[src/rtl/div_iter_32_pkg.sv]
// Shared constants and state encoding for the iterative signed divider.
package div_iter_32_pkg;

  localparam int unsigned DIV_WIDTH = 32;
  localparam int unsigned DIV_CNT_W = 6;
  localparam int unsigned ITER_LAST = DIV_WIDTH;

  typedef enum logic [1:0] {
    S_IDLE = 2'd0,
    S_RUN  = 2'd1,
    S_DONE = 2'd2
  } div_state_e;

endpackage

[src/rtl/div_iter_32_if.sv]
// Start/ready handshake and operand/result bus shared with the multiplier.
interface div_iter_32_if #(
  parameter int unsigned WIDTH = div_iter_32_pkg::DIV_WIDTH
);

  logic             ctrl_div;
  logic [WIDTH-1:0] data_operandA;
  logic [WIDTH-1:0] data_operandB;
  logic [WIDTH-1:0] data_result;
  logic             data_exception;
  logic             data_resultRDY;

  modport master (
    output ctrl_div, data_operandA, data_operandB,
    input  data_result, data_exception, data_resultRDY
  );

  modport slave (
    input  ctrl_div, data_operandA, data_operandB,
    output data_result, data_exception, data_resultRDY
  );

endinterface

[src/rtl/div_iter_32_div_counter.sv]
// Iteration counter; term_o flags the final iteration while counting.
module div_iter_32_div_counter
  import div_iter_32_pkg::*;
#(
  parameter int unsigned CNT_W = DIV_CNT_W,
  parameter int unsigned LAST  = ITER_LAST
) (
  input  logic clk,
  input  logic clr,
  input  logic clear_i,
  input  logic en_i,
  output logic term_o
);

  logic [CNT_W-1:0] cnt_q;

  always_ff @(posedge clk) begin
    if (clr || clear_i) begin
      cnt_q <= '0;
    end else if (en_i) begin
      cnt_q <= cnt_q + CNT_W'(1);
    end
  end

  assign term_o = en_i && (cnt_q == CNT_W'(LAST - 1));

endmodule

[src/rtl/div_iter_32.sv]
// Iterative signed restoring divider: one quotient bit per cycle on magnitudes,
// sign applied when the result is registered.
module div_iter_32
  import div_iter_32_pkg::*;
#(
  parameter int unsigned WIDTH = DIV_WIDTH,
  parameter int unsigned CNT_W = DIV_CNT_W
) (
  input logic         clk,
  input logic         clr,
  div_iter_32_if.slave bus
);

  div_state_e       state_q;
  logic [WIDTH-1:0] absb_q;
  logic [WIDTH:0]   rem_q, rem_d;
  logic [WIDTH-1:0] quo_q, quo_d;
  logic             sign_q;
  logic             dbz_q;
  logic [WIDTH-1:0] result_q;
  logic             exc_q;
  logic             rdy_q;

  logic [WIDTH+1:0] shifted, trial;
  logic             quo_bit;
  logic [WIDTH-1:0] abs_a, abs_b;
  logic             last_iter;

  div_iter_32_div_counter #(
    .CNT_W (CNT_W),
    .LAST  (WIDTH)
  ) u_counter (
    .clk     (clk),
    .clr     (clr),
    .clear_i (bus.ctrl_div),
    .en_i    ((state_q == S_RUN) && !bus.ctrl_div),
    .term_o  (last_iter)
  );

  // |-2^(W-1)| wraps to itself, which is the correct unsigned magnitude.
  always_comb begin
    abs_a   = bus.data_operandA[WIDTH-1] ? -bus.data_operandA : bus.data_operandA;
    abs_b   = bus.data_operandB[WIDTH-1] ? -bus.data_operandB : bus.data_operandB;
    shifted = {rem_q, quo_q[WIDTH-1]};
    trial   = shifted - {2'b00, absb_q};
    quo_bit = ~trial[WIDTH+1];
    rem_d   = quo_bit ? trial[WIDTH:0] : shifted[WIDTH:0];
    quo_d   = {quo_q[WIDTH-2:0], quo_bit};
  end

  always_ff @(posedge clk) begin
    if (clr) begin
      state_q  <= S_IDLE;
      absb_q   <= '0;
      rem_q    <= '0;
      quo_q    <= '0;
      sign_q   <= 1'b0;
      dbz_q    <= 1'b0;
      result_q <= '0;
      exc_q    <= 1'b0;
      rdy_q    <= 1'b0;
    end else begin
      rdy_q <= 1'b0;
      if (bus.ctrl_div) begin
        // A new start aborts whatever is in flight.
        quo_q   <= abs_a;
        absb_q  <= abs_b;
        rem_q   <= '0;
        sign_q  <= bus.data_operandA[WIDTH-1] ^ bus.data_operandB[WIDTH-1];
        dbz_q   <= (bus.data_operandB == '0);
        exc_q   <= 1'b0;
        state_q <= (bus.data_operandB == '0) ? S_DONE : S_RUN;
      end else begin
        case (state_q)
          S_IDLE: ;
          S_RUN: begin
            rem_q <= rem_d;
            quo_q <= quo_d;
            if (last_iter) state_q <= S_DONE;
          end
          S_DONE: begin
            result_q <= dbz_q ? '0 : (sign_q ? -quo_q : quo_q);
            exc_q    <= dbz_q;
            rdy_q    <= 1'b1;
            state_q  <= S_IDLE;
          end
          default: state_q <= S_IDLE;
        endcase
      end
    end
  end

  assign bus.data_result    = result_q;
  assign bus.data_exception = exc_q;
  assign bus.data_resultRDY = rdy_q;

endmodule

[src/flat_wrapper.sv]
// flat-port wrapper written by rule: the top's interface ports become plain ports
module div_iter_32_flat import div_iter_32_pkg::*;
#(
  parameter int unsigned WIDTH = DIV_WIDTH,
  parameter int unsigned CNT_W = DIV_CNT_W
)
  (clk, clr, bus_ctrl_div, bus_data_operandA, bus_data_operandB, bus_data_result, bus_data_exception, bus_data_resultRDY);
  div_iter_32_if #(.WIDTH(WIDTH)) bus_i ();
  input logic clk;
  input logic clr;
  input wire logic [$bits(bus_i.ctrl_div)-1:0] bus_ctrl_div;
  input wire logic [$bits(bus_i.data_operandA)-1:0] bus_data_operandA;
  input wire logic [$bits(bus_i.data_operandB)-1:0] bus_data_operandB;
  output wire logic [$bits(bus_i.data_result)-1:0] bus_data_result;
  output wire logic [$bits(bus_i.data_exception)-1:0] bus_data_exception;
  output wire logic [$bits(bus_i.data_resultRDY)-1:0] bus_data_resultRDY;
  assign bus_i.ctrl_div = bus_ctrl_div;
  assign bus_i.data_operandA = bus_data_operandA;
  assign bus_i.data_operandB = bus_data_operandB;
  assign bus_data_result = bus_i.data_result;
  assign bus_data_exception = bus_i.data_exception;
  assign bus_data_resultRDY = bus_i.data_resultRDY;
  div_iter_32 #(.WIDTH(WIDTH), .CNT_W(CNT_W)) u_core (.clk(clk), .clr(clr), .bus(bus_i));
endmodule
[config.mk]
export PLATFORM = sky130hd
export DESIGN_NAME = div_iter_32_flat
export DESIGN_NICKNAME = d
export VERILOG_FILES = /design/src/rtl/div_iter_32_pkg.sv /design/src/rtl/div_iter_32_if.sv /design/src/rtl/div_iter_32_div_counter.sv /design/src/rtl/div_iter_32.sv /design/src/flat_wrapper.sv
export SDC_FILE = /design/constraint.sdc
export NUM_CORES = 1
export LEC_CHECK = 0
export CELL_PAD_IN_SITES_DETAIL_PLACEMENT = 1
export CELL_PAD_IN_SITES_GLOBAL_PLACEMENT = 1
export CORE_UTILIZATION = 38
export CTS_CLUSTER_DIAMETER = 150
export DETAILED_ROUTE_END_ITERATION = 8
export PLACE_DENSITY = 0.79
export SYNTH_ARGS = -nofsm -noshare
export SYNTH_HDL_FRONTEND = slang
export SYNTH_SLANG_ARGS = --single-unit
[constraint.sdc]
create_clock -name clk -period 3.9 [get_ports clk]
set_input_delay 1.17 -clock clk [delete_from_list [all_inputs] [get_ports clk]]
set_output_delay 1.17 -clock clk [all_outputs]
set_load 0.01 [all_outputs]
# After elaboration in Yosys (flattened, before gate mapping)
# Index checks and enable logic that the tools add are counted.
totals:
  ramBits: 0
  memories: 0
  latchBits: 0
  inputBits: 67
  output_inout_bits: 34
  mem_bits_ro: 0
  register_bits: 141
classes:
  n_lt_le_gt_ge: 0
  add_sub_neg: 5
  n_bitwise: 3
  n_reduce_logical: 10
  mux: 12
  shift: 0
  div_mod_pow: 0
  n_eq_ne: 5
  n_mul: 0
ops:
  columns: ["operator", "count"]
  rows:
  - ["32-bit 2-to-1 mux", 6]
  - ["32-bit negator", 3]
  - ["34-bit by 32-bit subtractor with 34-bit output", 1]
  - ["33-bit 2-to-1 mux", 1]
  - ["32-bit zero test", 1]
  - ["6-bit by 1-bit adder with 6-bit output (second input constant)", 1]
  - ["6-bit by 5-bit equality test with 1-bit output (second input constant)", 1]
  - ["2-bit 2-to-1 mux", 3]
  - ["2-bit case mux with 2 select lines", 1]
  - ["2-bit AND reduction", 2]
  - ["3-bit by 2-bit inequality test with 1-bit output (second input constant)", 1]
  - ["2-bit by 1-bit equality test with 1-bit output (second input constant)", 1]
  - ["2-bit equality test (second input constant)", 1]
  - ["1-bit logical AND", 2]
  - ["2-bit zero test", 1]
  - ["2-bit inequality test (second input constant)", 1]
  - ["1-bit NOT", 2]
  - ["2-bit nonzero test", 1]
  - ["2-bit OR reduction", 1]
  - ["1-bit zero test", 1]
  - ["1-bit logical OR", 1]
  - ["1-bit 2-to-1 mux", 1]
  - ["1-bit bitwise XOR", 1]

# Longest topological paths before layout
depth:
  word_depth: 6
  depth_mapped: 13
  mapped_depth_nobuf: 12

# By module
# From an unflattened synthesis, not the netlist that was laid out.
hier_totals:
  cells_unflattened: 1174
  area_unflattened_um2: 9133.8
by_module_without_submodules:
  columns: ["mod", "area_each_um2", "seq_area_each_um2", "n_inst", "cells_each"]
  rows:
  - ["div_iter_32", 8877.3, 2702.6, 1, 1147]
  - ["div_iter_32_div_counter", 256.5, 120.1, 1, 27]

# Least setup slack after synthesis
# No wires, ideal clock.
synth_path:
  kind: "input to register"
  start: "in bus_data_operandB[0]"
  end: "reg u_core.absb_q[29]"
  path_stages: 9
  setup_slack_ns: -0.090
  required_time_ns: 3.814
  setup_ns: 0.086
  arrival_time_ns: 3.905
  path_cell_list: "or2_1 > or4_4 > or3_4 > or4_4 > or4_4 > or3_4 > o41ai_2 > xor2_1 > a211oi_1"
synth_via:
  elab_chain_len: 2
synth_rtl:
  columns: ["element", "line", "rtl"]
  rows:
  - ["from (decl)", "flat_wrapper.sv:13", "input wire logic [$bits(bus_i.data_operandB)-1:0] bus_data_operandB;"]
  - ["32-bit negator", "div_iter_32.sv:43", "abs_b = bus.data_operandB[WIDTH-1] ? -bus.data_operandB : bus.data_operandB;"]
  - ["32-bit 2-to-1 mux", "div_iter_32.sv:43", null]
  - ["to (signal assigned)", "div_iter_32.sv:67", "absb_q <= abs_b;"]
  - ["to (decl)", "div_iter_32.sv:15", "logic [WIDTH-1:0] absb_q;"]
# No other way between the ends.
# A chain may end at the register's enable or synchronous reset.

# Worst setup path after layout
layout_path:
  start: "in bus_data_operandB[0]"
  end: "reg u_core.absb_q[25]"
# Same word-level chain as after synthesis.

==> metrics.txt <==
status finished, final reports clean; Syn-to-layout area delta 24.7%; Peak VDD IR 0.000211 V; Tightest Pin Transition 1.08 ns; met2 usage 41.9%; Ys Warns 0; reg2reg start u_core.quo_q[2]; I/O pin cnt 101; Cell Area, Synth 9130 um2; FMAX 260 MHz; Buffers on Ports 100; fin cells 1,618; Post-Synth XOR/XNOR Area 11.7%; vias in the first global route 9,067; Critical Path Source Type input pin; Slowest cell on crit path or4_4; main combinational cell family by area after synthesis compound AO/OA/AOI/OAI gates; worst-case reg-to-reg path depth 8; Wirelength per Cell 16.9 um; Die Span Y 157 um; number of synthesized flops with an enable pin 0; Final Cycle Share 98.7%; gr busiest metal met2; CTS Hold Bufs 0; fill count 2,894; Hold Path Depth 2; FF+latch count, synth 141; drt pass-1 iters 5; register area share after synthesis 30.9%; Syn Nets 1,280; CP max FO 4; Die ar. 24,700 um2; ANT nets after route 0; commonest non-fill, non-tap cell in the layout dfxtp_1; global routing usage on met1 27.6%; Max transition margin 27.8%; Placed Cells 1,587; number of CTS-inserted buffers 17; power per standard cell area 372 nW/um2; CP dominant cell by count or4_4; routability cong. 0.868; 1st-iter DRT viols 420; HP Class reg -> reg; commonest non-fill, non-tap cells in the layout dfxtp_1, nand2_1, nor2_1; Cell Chain, Critical Path buf_6, or2_4, or4_4, or3_4, or4_4, or4_4, or3_4, o31ai_4, xor2_1, a211oi_2; post-detail-place hpwl 19,900 um; Max Slew Vio Count 0; htree depth 4; met3 Use GR 2.51%; clk root buf clkbuf_16; slowest stage delay, CP 0.48 ns; global-route wire length before repair 45,200 um; Final nets 1,390; clk sinks 141; routed via count 8,932; mux contribution to synthesized area 2.96%; CP endpoint kind flip-flop; Clock Path Buffers 2; DIE WIDTH 157 um; postcts setup bufs 0; Final Skew 0.00889 ns; CP Data Required Time 4.18 ns; Final TNS setup 0 ns; CTS tree done; Post-Synthesis Cells 1,176; PnR worst setup slack 0.0514 ns; GRT Total Usage 22.9%; CTS clock-pin slew for the worst setup and hold paths 0.07 ns; reg-to-reg slack, setup 0.54 ns; final hold violations 0; antenna violations before repair 0; Avg Inst Size Synth 7.76 um2; Final Core Density 48.4%; Placement Setup Slack -0.695 ns; class of the most critical setup path in -> reg; P_leak 4.35 nW; hold_sp u_core.bus.data_result[31]; Core ar. 23,500 um2; Max Cap Viol 0; Hold WS 0.449 ns; largest net degree at the start of global routing 90; row cnt 56; RSZ-0062 raised after global routing yes; post-synthesis cell type count 62; residual DRC count 0; adder-cell share of the synthesized area 5.15%; n_diodes 0; GR Overflow Total 0; ys async rst share 0%; final setup violation count 0; reg-to-reg endpoint u_core.bus.data_result[28]; Synth Area in Compound Gates 24.2%; Starting Density 38.8%; Worst Hold Endpoint u_core.bus.data_result[31]; worst-skew pair later-pin latency 0.44 ns; fin crit period 3.85 ns; DR vias/cell 5.52; layout cells sized above 1 10.1%; Total Routed Length 27,400 um; Most used DFF post-synth dfxtp_1; CP arrival 4.12 ns; simple-gate share of the synthesized area 19.5%
registers in the layout, indices dropped and copies added (netlist names):
register                   flops
u_core.bus.data_resultRDY      1
u_core.dbz_q                   1
u_core.rem_q                  33
u_core.bus.data_result        32
u_core.absb_q                 32
u_core.quo_q                  32
u_core.bus.data_exception      1
u_core.sign_q                  1
u_core.u_counter.cnt_q         6
u_core.state_q                 2
cells by family (layout without fill, tap and decap cells):
family                   count (synthesis)  after routing
XOR/XNOR                               122            122
adder cells (fa/ha/maj)                 37             37
AND/OR/NAND/NOR                        374            374
multiplexers                            27             27
flip-flops                             141            141
buffers and inverters                  123            246
AO/OA/AOI/OAI                          352            352
critical path: cells and delay by family:
family / cells / cell delay, ns
AOI/OAI and AO/OA: 2 / 0.34
xor gates and xnor gates: 1 / 0.22
buffers and inverters: 1 / 0.09
and+or+nand+nor: 6 / 2.31
synth_stat cells (all sizes together) (2+ instances only):
cell / n / area, um2
nand3b: 2 / 15.0
dfxtp: 141 / 2820
a22oi: 16 / 120
buf: 7 / 43.8
inv: 54 / 203
o211ai: 8 / 60.1
or2: 5 / 31.3
and2: 5 / 31.3
nor2: 118 / 443
xnor2: 61 / 534
o31ai: 27 / 213
o311ai: 2 / 17.5
o21bai: 3 / 22.5
clkbuf: 60 / 245
nand4: 9 / 56.3
nor2b: 9 / 56.3
nor3: 16 / 80.1
o21ai: 87 / 435
a32oi: 3 / 26.3
and3: 9 / 56.3
a21o: 10 / 75.1
or4: 21 / 176
a211oi: 51 / 383
o41ai: 13 / 121
nand2b: 8 / 50.1
or3: 21 / 141
a221oi: 2 / 17.5
or3b: 2 / 17.5
a21oi: 102 / 510
dlygate4sd1: 2 / 17.5
a31o: 2 / 17.5
mux2i: 27 / 270
o21a: 4 / 30.0
a31oi: 5 / 31.3
o22ai: 8 / 50.1
nor4: 6 / 37.5
xor2: 61 / 534
a221o: 2 / 20.0
nand2: 119 / 447
nand3: 20 / 100
ha: 36 / 450
a21boi: 2 / 15.0
layer usage:
layer | vias to the layer above | share of wire, %
met2 | 140 | 51
met4 | 0 | 2.0
met1 | 4333 | 44
met5 | - | 0
li1 | 4428 | -
met3 | 31 | 2.2
repair_timing:
action,4_1_cts,5_1_grt
pin swaps,0,3
setup endpoints to repair,13,19
resized for setup,15,21
power by group:
group	switching [mW]	total [mW]	internal, mW
registers	0.0739	1.58	1.51
clock network	0.749	1.62	0.869
logic	0.586	1.04	0.453
worst max-delay path by stage:
stage | start | end | depth (start not counted)
after detailed placement | bus_data_operandB[0] | u_core.absb_q[26] | 11
after global placement | bus_data_operandB[0] | u_core.absb_q[29] | 10
final | bus_data_operandB[0] | u_core.absb_q[25] | 10
after floorplan | bus_data_operandB[0] | u_core.absb_q[29] | 9
after global routing | bus_data_operandB[0] | u_core.absb_q[25] | 10
after CTS | bus_data_operandB[12] | u_core.absb_q[29] | 8
per-stage QoR:
step	instance area (um2)	total power, mW
after floorplan	9130	2.29
after global routing	11400	4.46
after CTS	11300	4.27
final	11400	4.24
after global placement	10700	2.60
after detailed placement	10700	2.63
area by class of cell:
type	count	area (um2)	area share, %
sequential	141	2820	24.8
multi-input combinational	912	5920	52.0
clock buffer	18	439	3.86
inverter	54	203	1.78
timing repair buffer	160	1450	12.7
clock inverter	14	145	1.28
tap	319	399	3.51
Note: power is estimated with default switching activity, not from simulation.
